===== src/rtl/commit_stage.sv =====
// Final stage of the dual-issue core: registers one two-slot commit bundle, drives both
// register-file write ports, resolves same-bundle WAW, exports bypass data, counts retirements.
module commit_stage #(
    parameter int DATA_W = 32,
    parameter int ADDR_W = 5,
    parameter int CNT_W  = 32
) (
    input  logic                clk,
    input  logic                resetn,
    input  logic [1:0]          in_valid,
    input  logic [2*DATA_W-1:0] in_result,
    input  logic [1:0]          in_write_reg_need,
    input  logic [2*ADDR_W-1:0] in_write_reg_addr,
    output logic                in_ready,
    input  logic                wb_stall,
    output logic [1:0]          rf_we,
    output logic [2*ADDR_W-1:0] rf_waddr,
    output logic [2*DATA_W-1:0] rf_wdata,
    output logic [1:0]          fwd_valid,
    output logic [2*ADDR_W-1:0] fwd_addr,
    output logic [2*DATA_W-1:0] fwd_data,
    output logic [CNT_W-1:0]    retired_cnt
);

    logic [1:0]          valid_q;
    logic [1:0]          need_q;
    logic [2*ADDR_W-1:0] addr_q;
    logic [2*DATA_W-1:0] result_q;
    logic [CNT_W-1:0]    cnt_q;

    logic [ADDR_W-1:0]   addr0;
    logic [ADDR_W-1:0]   addr1;
    logic [1:0]          qualify;
    logic                waw;
    logic [CNT_W-1:0]    retire_inc;

    // Stalling freezes the whole bundle; reset forces ready so upstream is never blocked by it.
    assign in_ready = !wb_stall || !resetn;

    // NOTE: the data/address fields are reset too, because rf_waddr/rf_wdata/fwd_* are
    // observable outputs that must read 0 during reset, not just "don't care".
    always_ff @(posedge clk or negedge resetn) begin
        if (!resetn) begin
            valid_q  <= '0;
            need_q   <= '0;
            addr_q   <= '0;
            result_q <= '0;
        end else if (!wb_stall) begin
            valid_q  <= in_valid;
            need_q   <= in_write_reg_need;
            addr_q   <= in_write_reg_addr;
            result_q <= in_result;
        end
    end

    assign addr0 = addr_q[0 +: ADDR_W];
    assign addr1 = addr_q[ADDR_W +: ADDR_W];

    // A slot qualifies for a write only if it is valid, wants a write and does not target $0.
    always_comb begin
        qualify    = '0;
        qualify[0] = valid_q[0] & need_q[0] & (addr0 != '0);
        qualify[1] = valid_q[1] & need_q[1] & (addr1 != '0);
        waw        = qualify[0] & qualify[1] & (addr0 == addr1);
    end

    // Slot 1 is younger, so on a same-register collision only its value may become visible.
    assign fwd_valid = {qualify[1], qualify[0] & ~waw};
    assign rf_we     = wb_stall ? 2'b00 : fwd_valid;

    assign rf_waddr  = addr_q;
    assign rf_wdata  = result_q;
    assign fwd_addr  = addr_q;
    assign fwd_data  = result_q;

    assign retire_inc = CNT_W'(valid_q[0]) + CNT_W'(valid_q[1]);

    // Every valid slot retires, including $0 and no-write slots; the counter wraps freely.
    always_ff @(posedge clk or negedge resetn) begin
        if (!resetn) begin
            cnt_q <= '0;
        end else if (!wb_stall) begin
            cnt_q <= cnt_q + retire_inc;
        end
    end

    assign retired_cnt = cnt_q;

endmodule


===== config.mk =====
export PLATFORM = sky130hd
export DESIGN_NAME = commit_stage
export DESIGN_NICKNAME = d
export VERILOG_FILES = /design/src/rtl/commit_stage.sv
export SDC_FILE = /design/constraint.sdc
export NUM_CORES = 1
export LEC_CHECK = 0
export ABC_CLOCK_PERIOD_IN_PS = 2730
export CORE_ASPECT_RATIO = 1.2
export CORE_UTILIZATION = 35
export CTS_BUF_LIST = sky130_fd_sc_hd__clkbuf_16
export DETAILED_ROUTE_END_ITERATION = 8
export DONT_BUFFER_PORTS = 1
export PLACE_DENSITY = 0.55
export SETUP_SLACK_MARGIN = 0.1
export SYNTH_ARGS = -nofsm -noshare
export SYNTH_HDL_FRONTEND = slang
export SYNTH_SLANG_ARGS = --single-unit

===== constraint.sdc =====
create_clock -name clk -period 2.73 [get_ports clk]
set_input_delay 0.546 -clock clk [delete_from_list [all_inputs] [get_ports clk]]
set_output_delay 0.546 -clock clk [all_outputs]
set_load 0.03 [all_outputs]

# Yosys cells after proc, flatten, opt, wreduce, memory -nomap -nowiden
# Cells that the tools add are included.
# op_classes
muxes,1
eq_ne,1
bitwise,8
addsub,2
reduce_logical,5
# ops
op,n
$add A32 B2 Y32,1
$reduce_bool A5 Y1,2
$and A1 B1 Y1,7
$eq A5 B5 Y1,1
$add A1 B1 Y2,1
$logic_not A1 Y1,2
$mux W2,1
$logic_or A1 B1 Y1,1
$not A1 Y1,1
# totals
input_bits,81
wordCells,22
output_inout_bits,185
reg_bits,110

# Longest topological paths before layout
# Gate-level depths: netlist of the first run.
# depth
depth_word,7
mapped_depth,9
ltp_nobuf,8

# Least setup slack after synthesis of the first run
# No wires, ideal clock.
# synth_timing
path_type,register -> output
start,"register addr_q[6], in the netlist fwd_addr[6]"
end,output fwd_valid[0]
path_buffers,0
t_required_ps,2184
path_stages_with_launch,5
path_slack_ps,92
arrival_time_ps,2092
cell_sequence,dfrtp_1 -> or4_1 -> o211ai_2 -> nor4_1 -> a211oi_1
# synth_between
elab_chain_cells,6
elab_cells_between_ends,7
cone_classes,eq/ne (1); bitwise (5); reduce/logical (1)
# synth_lines
element,line_no,rtl
start: declaration,27,logic [2*ADDR_W-1:0] addr_q;
start signal: assignment,51,addr_q <= in_write_reg_addr;
$reduce_bool A5 Y1,63,qualify[1] = valid_q[1] & need_q[1] & (addr1 != '0);
$and A1 B1 Y1,63,
$and A1 B1 Y1,64,waw = qualify[0] & qualify[1] & (addr0 == addr1);
$and A1 B1 Y1 (*),64,
$not A1 Y1 (*),68,"assign fwd_valid = {qualify[1], qualify[0] & ~waw};"
$and A1 B1 Y1 (*),68,
end: declaration,19,"output logic [1:0] fwd_valid,"
# Every way passes the cells marked *; elsewhere a longest branch is shown, timed or not.

# Worst setup path in the final report of the first run
# layout_timing
start,"register addr_q[6], in the netlist fwd_addr[6]"
end,output rf_we[0]
# layout_between
elab_chain_cells,7
elab_cells_between_ends,8
cone_classes,eq/ne (1); mux (1); bitwise (5); reduce/logical (1)
# layout_lines
element,line_no,rtl
$reduce_bool A5 Y1,63,
$and A1 B1 Y1,63,
$and A1 B1 Y1,64,
$and A1 B1 Y1 (*),64,
$not A1 Y1 (*),68,
$and A1 B1 Y1 (*),68,
$mux W2 (*),69,assign rf_we = wb_stall ? 2'b00 : fwd_valid;
end: declaration,16,"output logic [1:0] rf_we,"
# Marked as above.

==> reports/qor.yml, run 1 <==
synthesis:
  synthTopCellsByArea: "dfrtp_1, mux2_2, buf_4"
  netlist_area_um2: 5122
  synth_common_cells: "dfrtp_1, mux2_2, buf_4, xor2_1, nand2_1"
  ys.flop_type: "dfrtp_1"
  syn_inst: 397
  ys.warnings.count: 0
  synth_top_family_by_area: "multiplexers"
  yosysMostFrequentCell: "dfrtp_1"
  synthMuxAreaShare_pct: 17.37
  ys_seq_area_share_pct: 53.74
  yosys.area_share.adder_pct: 0.6351
  ys_types: 37
  synth_edf_count: 0
  yosys.area_share.simple_pct: 8.207
  synth_xor_area_share_pct: 5.984
  ys_seq_elements: 110
  synth_compound_area_share_pct: 0.7816
  synth.largest_area_cell: "dfrtp_1"
  syn-num-nets: 480
  syn_area_per_cell_um2: 12.90
  postSynth.asyncResetShare_pct: 100.0
  yosys.area.top_type_share_pct: 53.74
outcome:
  violations: "negative hold slack"
  status: "finished, violations left"
die:
  num_io_pins: 266
  core_area_um2: 14350
  die_x_um: 112.4
  start_util_pct: 35.69
  die_y_um: 134.5
  row_count: 48
  fp.dieArea_um2: 15130
critical_path:
  path_max_fanout: 3
  start_kind: "flop"
  r2r_start: "valid_q[1]$_DFFE_PN0N_"
  crit_cells: 5
  startpoint: "fwd_addr[6]$_DFFE_PN0N_"
  crit_family: "simple AND/OR/NAND/NOR gates"
  crit_buf_inv: 1
  crit_path_top_delay_cell: "or4_4"
  arrival_ns: 2.03
  crit_path_cell_trace: "or4_4 -> o211ai_4 -> nor4_4 -> a2111oi_2 -> buf_4"
  critPathKind: "flop to primary output"
  r2r_cells: 9
  max_stage_delay_ns: 0.55
  critPathCaptureType: "primary output"
  critical_path_required_ns: 2.18
layout:
  area_delta_synth_final_pct: 0.7084
  fill_cells: 1411
  instances_no_fill: 515
  multi_input_area_um2: 1722
  register_area_um2: 2753
  layout.nets: 417
  drive_above_1_share_pct: 34.81
route:
  firstDrtPassIters: 4
  wire_per_inst_um: 18.56
  drt_iter0_drc: 103
  wirelength_um: 9557
  met2_length_um: 4869
  ant_nets: 0
  via_per_inst: 5.249
  vias: 2703
  remaining_drc_errors: 0
  highest_layer: "met4"
  wl_met1_um: 3539
  wl_met3_um: 853
power:
  p_sw_mw: 1.448
  p_comb_share_pct: 9.8
  sw_frac_of_total_pct: 34.17
  internal_power_mw: 2.789
  power_frac_seq_pct: 57.8
  p_clk_share_pct: 32.4
  power.density_nw_per_um2: 821.2
  p_leak_nw: 2.271
  irDropWorstVdd_mv: 0.2978
clock_tree:
  post_cts_buffers: 0
  cts-root-buf: "clkbuf_16"
  tritoncts: "done"
  path_clk_slew_ns: 0.07
  cts_buffers: 9
  insertion_delay_ns: 0.35
  cts.sinks: 110
  cts_buffer_depth: 2
  cts_max_level: 3
global_route:
  overflow: 0
  grt_pass1_wl_um: 14730
  grt_max_degree: 112
  grt_use_total_pct: 12.75
  antenna_found_initial: 0
  first_global_vias: 2728
sta:
  finalSetupTns_ns: 0
  setup_viol_count_final: 0
  worst_pin_slew_ns: 0.7133
  slew_headroom_pct: 52.45
  slew_violations: 0
  period_share_pct: 94.29
  post-route-min-period_ns: 2.574
  fin_hold_ws_ns: -0.1085
  grt_setup_unrepaired: "true"
  timing.fmax_ghz: 0.3885
  fin_skew_ns: 0.007003
  finalHoldViolations: 110
place:
  dp_hpwl_um: 6525
  port_buffers: 0
  dp_cells: 498
  place_congestion: 0.7367
flow_run:
  max_cap_viol_count: 0
min_path:
  hold_class: "input pin to async pin"
-- layout by cell type, fill, tap and decap left out --
| master | n |
|---|---|
| a2111oi_2 | 1 |
| a211oi_2 | 1 |
| and2_1 | 1 |
| and3_1 | 2 |
| and3_2 | 1 |
| and3b_1 | 1 |
| and3b_2 | 1 |
| and4_1 | 3 |
| and4_2 | 1 |
| and4b_1 | 1 |
| buf_4 | 15 |
| bufinv_16 | 2 |
| clkbuf_16 | 9 |
| clkinv_4 | 1 |
| clkinvlp_4 | 2 |
| dfrtp_1 | 110 |
| diode_2 | 1 |
| fa_1 | 1 |
| ha_1 | 1 |
| inv_1 | 11 |
| mux2_2 | 79 |
| nand2_1 | 14 |
| nand2b_1 | 1 |
| nand3_1 | 5 |
| nand4_1 | 10 |
| nor2_1 | 6 |
| nor3_1 | 10 |
| nor4_1 | 6 |
| nor4_4 | 3 |
| nor4bb_1 | 1 |
| o211ai_4 | 1 |
| o21ai_0 | 1 |
| or2_1 | 1 |
| or4_4 | 1 |
| xnor2_1 | 13 |
| xor2_1 | 22 |
-- through the flow --
stage	worst slack [ns]	utilization (%)	hold slack (ns)	cell area [um^2]	power, mW
after floorplan	0.09671	-	0.2504	5127	2.930
after global placement	0.4772	33.53	0.2525	4812	2.879
after detailed placement	0.4465	33.53	0.2534	4812	2.891
after CTS	0.1111	35.84	-0.1345	5144	4.306
after global routing	0.06594	35.92	-0.1398	5156	4.435
final	0.1558	35.94	-0.1085	5159	4.237
-- routing by layer --
| layer | global-route usage (%) | up-vias |
|---|---|---|
| met5 | 0 | - |
| met2 | 20.95 | 158 |
| met4 | 7.259 | 0 |
| li1 | - | 1152 |
| met1 | 13.96 | 1368 |
| met3 | 5.251 | 25 |
-- state kept, by name, indices dropped and copies added, names as in the netlist --
name / cells
fwd_data: 64
retired_cnt: 32
fwd_addr: 10
need_q: 2
valid_q: 2
-- path summary, 6_finish.rpt --
| check | to | slack, ns |
|---|---|---|
| worst min-delay path | fwd_data[47]$_DFFE_PN0N_ | -0.11 |
| worst max register to register | retired_cnt[30]$_DFFE_PN0N_ | 0.42 |
| min in group clk | retired_cnt[0]$_DFFE_PN0N_ | 0.33 |
| worst min register to register | need_q[0]$_DFFE_PN0N_ | 0.51 |
| max in group asynchronous | retired_cnt[25]$_DFFE_PN0N_ | 2.67 |
| worst max-delay path | rf_we[0] | 0.16 |
-- power by group through the flow --
stage / clock network, mW / logic [mW] / registers [mW]
detailed placement: 0 / 0.409 / 2.48
floorplan: 0 / 0.656 / 2.27
CTS: 1.44 / 0.416 / 2.45
global placement: 0 / 0.400 / 2.48
finish: 1.37 / 0.414 / 2.45
global route: 1.50 / 0.450 / 2.49
-- cell type report --
type | instances | share of cell area [%]
Tap cell | 175 | 4.244
Clock buffer | 9 | 4.366
Multi-Input combinational cell | 189 | 33.37
Inverter | 9 | 0.6549
Clock inverter | 7 | 1.771
Sequential cell | 110 | 53.36
Antenna cell | 1 | 0.04851
Timing Repair Buffer | 15 | 2.183
-- cells by family (layout without fill, tap and decap cells) --
logic type | Yosys count | count (layout)
and+or+nand+nor | 69 | 69
muxes | 79 | 79
buffers and inverters | 98 | 40
adders and majority gates | 2 | 2
DFF | 110 | 110
other | 0 | 1
AOI/OAI and AO/OA | 4 | 4
xor gates and xnor gates | 35 | 35
-- timing repair --
action,in CTS,in global routing
setup endpoints to repair,1,1
gates resized for setup,2,2
hold endpoints to repair,110,110
pin swaps,3,1
Power figures use the tool's default switching activity.
==> inputs of run 2 (changes only) <==
- ABC_AREA: not set -> 1
==> reports/qor.yml, run 2 <==
outcome:
  status: "finished, violations left"  # unchanged
  violations: "negative hold slack"  # unchanged
place:
  dp_hpwl_um: 10000  # was 6525 um
  placed_area_um2: 5185  # was 4812 um^2
  port_buffers: 0  # unchanged
  place_congestion: 0.8082  # was 0.7367
clock_tree:
  tritoncts: "done"  # unchanged
  cts-root-buf: "clkbuf_16"  # unchanged
  cts.sinks: 110  # unchanged
  cts_max_level: 3  # unchanged
  insertion_delay_ns: 0.35  # about the same
  cts_buffer_depth: 2  # unchanged
  cts_repair_resize_count: 0  # was 2
  post_cts_buffers: 0  # unchanged
  path_clk_slew_ns: 0.07  # about the same
  cts_buffers: 9  # unchanged
synthesis:
  yosysMostFrequentCell: "nand2_1"  # was dfrtp_1
  synthTopCellsByArea: "dfrtp_1, nand2_1, buf_4"  # was dfrtp_1, mux2_2, buf_4
  syn_area_per_cell_um2: 8.315  # was 12.90 um^2
  synth_xor_area_share_pct: 3.796  # was 5.984%
  yosys.area_share.adder_pct: 0.5946  # was 0.6351%
  ys_types: 30  # was 37
  synth_common_cells: "nand2_1, dfrtp_1, buf_4, inv_1, nor2_1"  # was dfrtp_1, mux2_2, buf_4, xor2_1, nand2_1
  syn_inst: 658  # was 397
  ys_seq_elements: 110  # unchanged
  ys.flop_type: "dfrtp_1"  # unchanged
  ys.warnings.count: 0  # unchanged
  synth_compound_area_share_pct: 0.7775  # was 0.7816%
  synth_top_family_by_area: "simple AND/OR/NAND/NOR gates"  # was multiplexers
  syn-num-nets: 741  # was 480
  yosys.area.top_type_share_pct: 50.31  # was 53.74%
  synth.largest_area_cell: "dfrtp_1"  # unchanged
  ys_seq_area_share_pct: 50.31  # was 53.74%
  synthMuxAreaShare_pct: 0  # was 17.37%
  netlist_area_um2: 5471  # was 5122 um^2
  yosys.area_share.simple_pct: 29.93  # was 8.207%
  postSynth.asyncResetShare_pct: 100.0  # unchanged
  synth_edf_count: 0  # unchanged
critical_path:
  r2r_start: "retired_cnt[0]$_DFFE_PN0N_"  # was valid_q[1]$_DFFE_PN0N_
  critPathKind: "flop to primary output"  # unchanged
  r2r_end: "retired_cnt[24]$_DFFE_PN0N_"  # was retired_cnt[30]$_DFFE_PN0N_
  max_stage_delay_ns: 0.75  # was 0.55 ns
  critical_path_required_ns: 2.18  # about the same
  crit_end: "rf_we[1]"  # was rf_we[0]
  crit_path_cell_trace: "nand3b_1 -> nand2_1 -> nor2_1"  # was or4_4 -> o211ai_4 -> nor4_4 -> a2111oi_2 -> buf_4
  startpoint: "fwd_addr[9]$_DFFE_PN0N_"  # was fwd_addr[6]$_DFFE_PN0N_
  path_max_fanout: 5  # was 3
  arrival_ns: 1.80  # was 2.03 ns
  crit_path_top_delay_cell: "dfrtp_1"  # was or4_4
  r2r_setup_slack_ns: 0.73  # was 0.42 ns
  r2r_cells: 10  # was 9
  critPathCaptureType: "primary output"  # unchanged
  start_kind: "flop"  # unchanged
flow_run:
  max_cap_viol_count: 0  # unchanged
route:
  wl_met3_um: 1442  # was 853 um
  met2_length_um: 6939  # was 4869 um
  firstDrtPassIters: 4  # unchanged
  via_per_inst: 4.677  # was 5.249
  wire_per_inst_um: 16.75  # was 18.56 um
  remaining_drc_errors: 0  # unchanged
  wl_met1_um: 4825  # was 3539 um
  ant_nets: 0  # unchanged
  highest_layer: "met4"  # unchanged
  vias: 3737  # was 2,703
  drt_iter0_drc: 221  # was 103
  wirelength_um: 13380  # was 9557 um
sta:
  finalSetupTns_ns: 0  # unchanged
  slew_headroom_pct: 47.22  # was 52.45%
  timing.fmax_ghz: 0.4257  # was 0.3885 GHz
  period_share_pct: 86.05  # was 94.29%
  post-route-min-period_ns: 2.349  # was 2.574 ns
  fin_hold_ws_ns: -0.1120  # was -0.1085 ns
  slew_violations: 0  # unchanged
  setup_viol_count_final: 0  # unchanged
  grt_setup_unrepaired: "false"  # was true
  fin_skew_ns: 0.009100  # was 0.007003 ns
  worst_pin_slew_ns: 0.7918  # was 0.7133 ns
  finalHoldViolations: 110  # unchanged
layout:
  fill_cells: 1592  # was 1,411
  largest_reg_flops: 64  # unchanged
  area_delta_synth_final_pct: -0.2286  # was 0.7084%
  layout_commonest_cell: "nand2_1"  # was dfrtp_1
  fin_util_pct: 36.05  # was 35.94%
  drive_above_1_share_pct: 8.739  # was 34.81%
  layout.nets: 673  # was 417
  insertedDiodeCount: 0  # was 1
  final_cell_area_um2: 5459  # was 5159 um^2
  layout_common_cells: "nand2_1, dfrtp_1, inv_1"  # was dfrtp_1, mux2_2, xor2_1
die:
  start_util_pct: 36.13  # was 35.69%
  die_y_um: 139.0  # was 134.5 um
  num_io_pins: 266  # unchanged
  row_count: 49  # was 48
  fp.dieArea_um2: 16140  # was 15,130 um^2
  die_x_um: 116.1  # was 112.4 um
  core_area_um2: 15140  # was 14,350 um^2
power:
  irDropWorstVdd_mv: 0.2906  # was 0.2978 mV
  p_leak_nw: 2.861  # was 2.271 nW
  p_clk_share_pct: 30.1  # was 32.4%
  internal_power_mw: 2.528  # was 2.789 mW
  p_comb_share_pct: 10.1  # was 9.8%
  p_total_mw: 4.037  # was 4.237 mW
  power_frac_seq_pct: 59.8  # was 57.8%
  sw_frac_of_total_pct: 37.37  # was 34.17%
  power.density_nw_per_um2: 739.5  # was 821.2 nW/um^2
  p_sw_mw: 1.509  # was 1.448 mW
global_route:
  overflow: 0  # unchanged
  grt_max_degree: 112  # unchanged
  grt_use_total_pct: 16.57  # was 12.75%
  first_global_vias: 3694  # was 2,728
  grt_pass1_wl_um: 20150  # was 14,730 um
  antenna_found_initial: 0  # unchanged
min_path:
  hold_class: "input pin to async pin"  # unchanged
run 2: critical path: cells and delay by family, from the launching register on:
family | cells | cell delay (ns)
flops | 1 | 0.75
simple gates | 3 | 0.71
run 2: final cells by class:
class                      instances  area, um^2  share of cell area (%)
sequential                       110        2753                   50.42
inverter                          41       158.9                   2.911
tap                              204       255.2                   4.676
clock inverter                     7       48.80                  0.8939
multi-input combinational        415        1921                   35.18
timing repair buffer              13       97.59                   1.788
clock buffer                       9       225.2                   4.126
run 2: power by group through the flow:
stage | sequential (mW) | combinational, mW | clock (mW)
after floorplan | 2.24 | 0.627 | 0
after global placement | 2.45 | 0.407 | 0
after detailed placement | 2.45 | 0.416 | 0
after CTS | 2.42 | 0.419 | 1.26
after global routing | 2.44 | 0.464 | 1.34
final | 2.41 | 0.410 | 1.21
run 2: cell families after synthesis:
family | after synthesis
xor+xnor | 22
buf+inv | 133
fa+ha+maj | 2
compound gates | 8
flops | 110
simple gates | 383
run 2: worst min-delay path by stage:
stage,cells past startpoint,startpoint,endpoint,slack [ns]
finish,0,resetn,fwd_data[46]$_DFFE_PN0N_,-0.11
global route,0,resetn,fwd_data[46]$_DFFE_PN0N_,-0.14
CTS,0,resetn,fwd_data[46]$_DFFE_PN0N_,-0.13
detailed placement,0,resetn,fwd_data[56]$_DFFE_PN0N_,0.25
global placement,0,resetn,fwd_data[46]$_DFFE_PN0N_,0.25
floorplan,0,resetn,fwd_addr[0]$_DFFE_PN0N_,0.25
run 2: layer usage:
layer / track usage, % / up-vias
met3: 7.998 / 16
met4: 5.196 / 0
met2: 29.45 / 171
met1: 16.75 / 1773
met5: 0 / -
li1: - / 1777
run 2: per-stage QoR:
step           setup WS [ns]  instances
2_1_floorplan         0.6467        658
3_3_place_gp          0.7695        783
3_5_place_dp          0.7309        783
4_1_cts               0.3516        799
5_1_grt               0.2674        799
6_report              0.3809        799
==> inputs of run 3 (changes only) <==
- SETUP_SLACK_MARGIN: 0.1 -> not set
==> results of run 3 <==
Final layout, timing and power as in run 2 (identical DEF).
